**src/rtl/sim_input_ctrl.sv**
```systemverilog
// sim_input_ctrl
// Upstream control stage for the three-body VGA simulator. Synchronises and
// debounces the button pins, then turns presses into frame-aligned commands:
// run/pause, single-step, restart, and a velocity kick of one body. Kicks are
// delivered over a valid/ready handshake.
//
// Ports:
//   clk          pixel clock
//   rst_n        asynchronous active-low reset
//   btn_in[7:0]  raw pins: [0] pause, [1] step, [2] restart, [3] kick,
//                [5:4] body select (11 invalid), [7:6] kick direction
//   frame_tick   one-cycle pulse at pixel (0,0)
//   sim_advance  integrate this frame (combinational with frame_tick)
//   restart      reload initial state (combinational with frame_tick)
//   running      1 = free-running, 0 = paused
//   kick_valid   kick command pending
//   kick_body    body index of pending kick
//   kick_dir     direction of pending kick
//   kick_ready   core accepts the kick this cycle
//   kick_drops   saturating count of kick presses lost while one was pending
//   btn_db       debounced levels of btn_in[3:0]
module sim_input_ctrl #(
    parameter int unsigned DB_CYCLES = 250000,
    parameter int unsigned DB_W      = 18
) (
    input  logic       clk,
    input  logic       rst_n,
    input  logic [7:0] btn_in,
    input  logic       frame_tick,
    output logic       sim_advance,
    output logic       restart,
    output logic       running,
    output logic       kick_valid,
    output logic [1:0] kick_body,
    output logic [1:0] kick_dir,
    input  logic       kick_ready,
    output logic [3:0] kick_drops,
    output logic [3:0] btn_db
);

    localparam logic [DB_W-1:0] DB_LAST = DB_W'(DB_CYCLES - 1);

    logic [7:0]      sync1;
    logic [7:0]      sync2;
    logic [DB_W-1:0] db_cnt [4];
    logic [3:0]      btn_db_d;
    logic [3:0]      press;
    logic            step_pending;
    logic            restart_pending;

    logic kick_xfer;
    logic kick_sel_ok;
    logic frame_restart;

    assign kick_xfer     = kick_valid & kick_ready;
    assign kick_sel_ok   = (sync2[5:4] != 2'b11);
    assign frame_restart = frame_tick & restart_pending;

    // Combinational so both pulses stay coincident with frame_tick.
    assign restart     = frame_restart;
    assign sim_advance = frame_tick & ~restart_pending & (running | step_pending);

    always_ff @(posedge clk or negedge rst_n) begin
        if (!rst_n) begin
            sync1 <= '0;
            sync2 <= '0;
        end else begin
            sync1 <= btn_in;
            sync2 <= sync1;
        end
    end

    // Counter runs only while the synchronised level disagrees with btn_db;
    // any agreement restarts the stability window.
    always_ff @(posedge clk or negedge rst_n) begin
        if (!rst_n) begin
            btn_db <= '0;
            for (int unsigned i = 0; i < 4; i++) begin
                db_cnt[i] <= '0;
            end
        end else begin
            for (int unsigned i = 0; i < 4; i++) begin
                if (sync2[i] == btn_db[i]) begin
                    db_cnt[i] <= '0;
                end else if (db_cnt[i] == DB_LAST) begin
                    btn_db[i] <= ~btn_db[i];
                    db_cnt[i] <= '0;
                end else begin
                    db_cnt[i] <= db_cnt[i] + 1'b1;
                end
            end
        end
    end

    always_ff @(posedge clk or negedge rst_n) begin
        if (!rst_n) begin
            btn_db_d <= '0;
            press    <= '0;
        end else begin
            btn_db_d <= btn_db;
            press    <= btn_db & ~btn_db_d;
        end
    end

    // Later assignments take priority: a press arriving with frame_tick is
    // latched for the next frame, and a restart on frame_tick always leaves
    // kick_valid low.
    always_ff @(posedge clk or negedge rst_n) begin
        if (!rst_n) begin
            running         <= 1'b1;
            step_pending    <= 1'b0;
            restart_pending <= 1'b0;
            kick_valid      <= 1'b0;
            kick_body       <= '0;
            kick_dir        <= '0;
            kick_drops      <= '0;
        end else begin
            if (frame_tick) begin
                step_pending <= 1'b0;
            end
            if (press[1] && !running) begin
                step_pending <= 1'b1;
            end

            if (press[0]) begin
                running <= ~running;
            end

            if (frame_restart) begin
                restart_pending <= 1'b0;
            end
            if (press[2]) begin
                restart_pending <= 1'b1;
            end

            if (kick_xfer) begin
                kick_valid <= 1'b0;
            end
            if (press[3] && kick_sel_ok) begin
                if (!kick_valid || kick_xfer) begin
                    kick_valid <= 1'b1;
                    kick_body  <= sync2[5:4];
                    kick_dir   <= sync2[7:6];
                end else if (kick_drops != 4'hF) begin
                    kick_drops <= kick_drops + 4'd1;
                end
            end
            if (frame_restart) begin
                kick_valid <= 1'b0;
            end
        end
    end

endmodule
```
**config.mk**
```make
export PLATFORM = sky130hd
export DESIGN_NAME = sim_input_ctrl
export DESIGN_NICKNAME = d
export VERILOG_FILES = /design/src/rtl/sim_input_ctrl.sv
export SDC_FILE = /design/constraint.sdc
export NUM_CORES = 1
export LEC_CHECK = 0
export BUFFER_PORTS_ARGS = -buffer_cell sky130_fd_sc_hd__buf_2
export CAP_MARGIN = 10
export CORE_MARGIN = 10
export CORE_UTILIZATION = 54
export DETAILED_ROUTE_END_ITERATION = 7
export PLACE_DENSITY_LB_ADDON = 0.2
export SLEW_MARGIN = 5
export SYNTH_ARGS = -nofsm -noshare
export SYNTH_HDL_FRONTEND = slang
export SYNTH_SLANG_ARGS = --single-unit
export TNS_END_PERCENT = 20
```
**constraint.sdc**
```tcl
create_clock -name clk -period 4.85 [get_ports clk]
set_input_delay 0.97 -clock clk [delete_from_list [all_inputs] [get_ports clk]]
set_output_delay 0.97 -clock clk [all_outputs]
set_load 0.05 [all_outputs]
```
== After elaboration in Yosys (flattened, before gate mapping) ==
Index checks and enable logic that the tools add are counted.
Word-level totals
  memory bits (read-only): 0
  word-level logic and storage cells: 81
  RAM bits: 0
  latch bits: 0
  memories: 0
  register bits after elaboration: 112
  output and inout port bits: 16
Operators by class
  div/mod/pow operators: 0
  multipliers: 0
  equality and inequality tests: 10
  mux-type cells: 16
  $lt $le $gt $ge: 0
  bitwise logic cells: 18
  add/subtract/negate cells: 5
  reduce and logical (&&, ||, !) cells: 13
  shift operators: 0
Operators with widths (count)
  $mux W18: 8
  $add A18 B1 Y18 const B: 4
  $eq A18 B18 Y1 const B: 4
  $not A1 Y1: 11
  $reduce_and A2 Y1: 5
  $mux W1: 8
  $add A4 B1 Y4 const B: 1
  $and A1 B1 Y1: 4
  $and A4 B4 Y4: 1
  $eq A1 B1 Y1: 4
  $ne A4 B4 Y1 const B: 1
  $not A4 Y4: 1
  $reduce_bool A2 Y1: 2
  $reduce_and A3 Y1: 1
  $logic_and A1 B1 Y1: 2
  $logic_not A1 Y1: 2
  $ne A2 B2 Y1 const B: 1
  $logic_or A1 B1 Y1: 1
  $or A1 B1 Y1: 1

== Longest topological paths before layout ==
  depth after elaboration: 5
  mapped depth: 6
  gate-level depth less buffers: 5

== Worst setup path before layout ==
No wires, ideal clock.
  path kind: input to output
  from: in frame_tick
  to: out sim_advance
  cell stages on the path: 2
  data arrival time: 2.091 ns
  buffers on the path: 0
  required time: 3.880 ns
  path slack: 1.789 ns
  cell sequence: inv_1 nor3_1
On the way
  longest elaborated chain between the ends: 2
Ends and longest elaborated chain
  from (decl): RTL line 29  | input logic frame_tick,
  $and A1 B1 Y1 (2 in series): RTL line 61  | assign sim_advance = frame_tick & ~restart_pending & (running | step_pending);
  to (decl): RTL line 30  | output logic sim_advance,
No other way between the ends.

== Worst setup path after layout ==
Same ends and word-level chain as after synthesis.

==> run_results.csv <==
group,metric,value,unit
floorplan,io-pin-count,28,
clocking,clockRootBuffer,"clkbuf_8",
synth,synth_area,0.004887,mm²
clocking,clock-sinks,112,
placed_design,gp_congestion,0.8179,
routing,via_count,3252,
synth,synthMuxAreaShare,0.02074,
sta,setup-tns-final,0,ns
cells_and_area,insertedDiodeCount,0,
clocking,cts_made_buffers,9,
sta,finalCritPeriodShare,0.5286,
routing,routed_wire_length_per_instance,14.72,µm
synth,synth_enable_flop_cells,0,
worst_hold_path,worst_hold_path.endpoint,"sync2[3]",
grt,grt.overflow.total,0,
sta,hold_viol,0,
floorplan,floorplan.die_area,0.01326,mm²
routing,avgViaCountPerCell,5.475,
worst_hold_path,cells_on_worst_hold_path,0,
floorplan,floorplan.initialDensity,0.5577,
synth,yosys_warnings,0,
synth,flip_flop_and_latch_count_after_synthesis,112,
clocking,cts_tree,"built",
cells_and_area,stdcell_count,594,
synth,synth_area_in_xor_xnor,0.1129,
synth,synth_sequential_area_ratio,0.5737,
routing,detail_route.first_pass.iterations,5,
floorplan,num_rows,34,
synth,synthesis.area_per_instance,10.96,µm²
floorplan,dieWidth,115.1,µm
grt,grt_start_max_net_pins,81,
cells_and_area,final_net_count,498,
synth,synthSimpleGateAreaFrac,0.2112,
power_and_ir_drop,net-switching-power,0.0003934,W
grt,grt_first_pass_wirelength,15400,µm
power_and_ir_drop,leakage_power,2.264,nW
sta,worst_slew_pin_slew,0.9714,ns
worst_setup_path,rrSetupSlack,2.62,ns
placed_design,final_hpwl_from_detailed_placement,6057,µm
synth,synth_top_cell_by_area,"dfrtp_1",
synth,synth_top_flop_cell,"dfrtp_1",
worst_setup_path,endpoint_kind,"output pin",
synth,synth_top_family_by_area,"simple AND/OR/NAND/NOR gates",
routing,first_iter_violations,209,
sta,setup_viol,0,
worst_setup_path,r2r_end,"db_cnt[15]",
power_and_ir_drop,pwr-share-clk,0.351,
outcome,status,"finished clean",
worst_setup_path,arrival,1.59,ns
cells_and_area,area_delta_synth_final,9.217,%
sta,fmaxAchievable,0.3901,GHz
grt,groute.usage.overall,0.1406,
cells_and_area,drive_above_1_share,0.1358,
routing,route.antenna.remaining_nets,0,
job,timing.max_cap.violations,0,
power_and_ir_drop,max-vdd-ir-drop,0.1507,mV
synth,synth-compound-area-share,0.04608,
worst_setup_path,reg2reg_from,"db_cnt[13]",
power_and_ir_drop,power,0.001559,W
synth,synth_cell_type_count,41,
clocking,clk-insertion-delay-late,0.37,ns
sta,final.hold.worst_slack,0.3588,ns
routing,wirelength,8743,µm
synth,synth.top_cell.area_share,0.5684,
sta,rsz0062_at_grt,"false",
clocking,clockBufferDepth,2,
power_and_ir_drop,intPower,0.001166,W
worst_setup_path,cp.required,3.88,ns
power_and_ir_drop,fraction_of_power_consumed_by_combinational_cells,0.033,
clocking,cts_setup_buffers,0,
worst_setup_path,crit_path_kind,"input port to output pin",
sta,skew,0.007606,ns
sta,layout_min_cycle_time,2.564,ns
power_and_ir_drop,seqPwrFrac,0.616,
clocking,cts_resized,0,
placed_design,io_buffer_count,27,
floorplan,fp.dieH,115.1,µm
clocking,clock_edge_transition_at_the_registers_on_the_reported_setup_and_hold_paths,0.11,ns
synth,synth.net_count,463,
sta,slew_headroom,0.3524,
worst_setup_path,crit_path_max_fanout,3,
grt,first_global_vias,3276,
worst_setup_path,worst-r2r-cell-count,4,
placed_design,place_inst,578,
synth,post_synth_main_area_contributors,"dfrtp_1, xnor2_1, nor2_1, xor2_1, nand3_1",
placed_design,dpl_cell_area,0.005144,mm²
routing,drt_drc_violations_left,0,
clocking,cts_htree_levels,3,
sta,timing.final.max_slew_violations,0,
synth,synthCells,446,
grt,antenna_violations_before_repair,0,
worst_setup_path,kind_of_start_point_of_the_critical_path,"input port",
cells_and_area,postLayoutCellArea,0.005338,mm²
power_and_ir_drop,switching_share,0.2523,
floorplan,core,0.008763,mm²
clocking,cts.hold.buffers_added,0,
power_and_ir_drop,power.density,292.1,mW/mm²
synth,synthArstFlopShare,1.000,
worst_hold_path,hp-start,"sync1[3]",
worst_hold_path,hold_path_class,"flop to flop",
synth,synth-adder-area-share,0.01280,
[per-layer routing]
| layer | up-vias | global-route usage | wire length [µm] | part of all wire |
|---|---|---|---|---|
| met5 | - | 0 | 0 | 0 |
| met4 | 0 | 0.03795 | 69 | 0.0079 |
| met3 | 6 | 0.04844 | 445 | 0.051 |
| met2 | 50 | 0.2140 | 4049 | 0.46 |
| met1 | 1591 | 0.1879 | 4178 | 0.48 |
| li1 | 1605 | - | - | - |
[area by class of cell]
type	instances	area, µm²
inverter	21	78.83
sequential	112	2804
timing repair buffer	29	152.6
fill	758	3426
multi-input combinational	308	1973
clock buffer	9	123.9
clock inverter	7	70.07
tap	108	135.1
[cells by family (layout without fill, tap and decap cells)]
| kind of cell | Yosys count | in the layout |
|---|---|---|
| compound gates | 27 | 27 |
| xor+xnor | 63 | 63 |
| fa+ha+maj | 5 | 5 |
| buf+inv | 26 | 66 |
| flops | 112 | 112 |
| mux | 9 | 9 |
| simple gates | 204 | 204 |
[worst max-delay path, cell delays in order]
cell,delay [ns]
buf_2,0.09
inv_1,0.06
nor3_1,0.18
buf_2,0.29
[flip-flops by register name (all words and copies together) (netlist names)]
signal           cells
kick_valid           1
restart_pending      1
kick_drops           4
db_cnt              72
sync2                8
kick_body            2
btn_db_d             4
kick_dir             2
running              1
sync1                8
btn_db               4
press                4
step_pending         1
[cell usage in the layout (no fill, tap or decap), types with 2 or more instances in the layout]
| cell type | count |
|---|---|
| buf_2 | 26 |
| o21ai_0 | 4 |
| inv_1 | 21 |
| buf_4 | 3 |
| clkbuf_8 | 9 |
| or4_1 | 6 |
| nand3_1 | 26 |
| inv_6 | 4 |
| nor3_1 | 13 |
| o31ai_1 | 4 |
| nor2_1 | 78 |
| xnor2_1 | 48 |
| or3_1 | 6 |
| nand2b_1 | 3 |
| a21oi_1 | 9 |
| ha_1 | 5 |
| or2_2 | 2 |
| nor4_1 | 20 |
| dfrtp_1 | 111 |
| or4b_1 | 4 |
| nand2_1 | 15 |
| xor2_1 | 15 |
| mux2_2 | 9 |
| o21ai_4 | 2 |
| nor2b_1 | 5 |
| nand4_1 | 20 |
[worst max-delay path by stage]
stage                     from          end  slack (ns)  cells past startpoint
floorplan           frame_tick  sim_advance        1.79                      2
global placement    frame_tick  sim_advance        2.34                      4
detailed placement  frame_tick  sim_advance        2.29                      4
CTS                 frame_tick  sim_advance        2.29                      4
global route        frame_tick  sim_advance        2.26                      4
finish              frame_tick  sim_advance        2.29                      4
[power by group through the flow]
stage / combinational, W / clock, W / sequential (W)
final: 0.0000514 / 0.000548 / 0.000960
after global routing: 0.0000607 / 0.000605 / 0.000962
after CTS: 0.0000538 / 0.000570 / 0.000960
after detailed placement: 0.0000536 / 0 / 0.000978
after global placement: 0.0000521 / 0 / 0.000977
after floorplan: 0.0000258 / 0 / 0.000975
[metrics by stage]
step             util  setup slack, ns
3_5_place_dp   0.5870            2.290
5_1_grt        0.6091            2.261
6_report       0.6091            2.286
2_1_floorplan       -            1.789
4_1_cts        0.6091            2.289
3_3_place_gp   0.5870            2.340
[synth_stat cells (all sizes together) (2+ instances only)]
library cell	instances
nand4	20
o41ai	2
nand2b	3
or4	7
mux2	9
nor2	78
nand3	26
ha	5
buf	3
a21oi	9
o31ai	4
nor2b	5
o21ai	6
xor2	15
inv	21
or2	2
or3	7
nor3	13
or4b	5
xnor2	48
nor4	20
clkbuf	2
dfrtp	111
nand2	15
No activity file was read; power rests on OpenSTA's default activity.
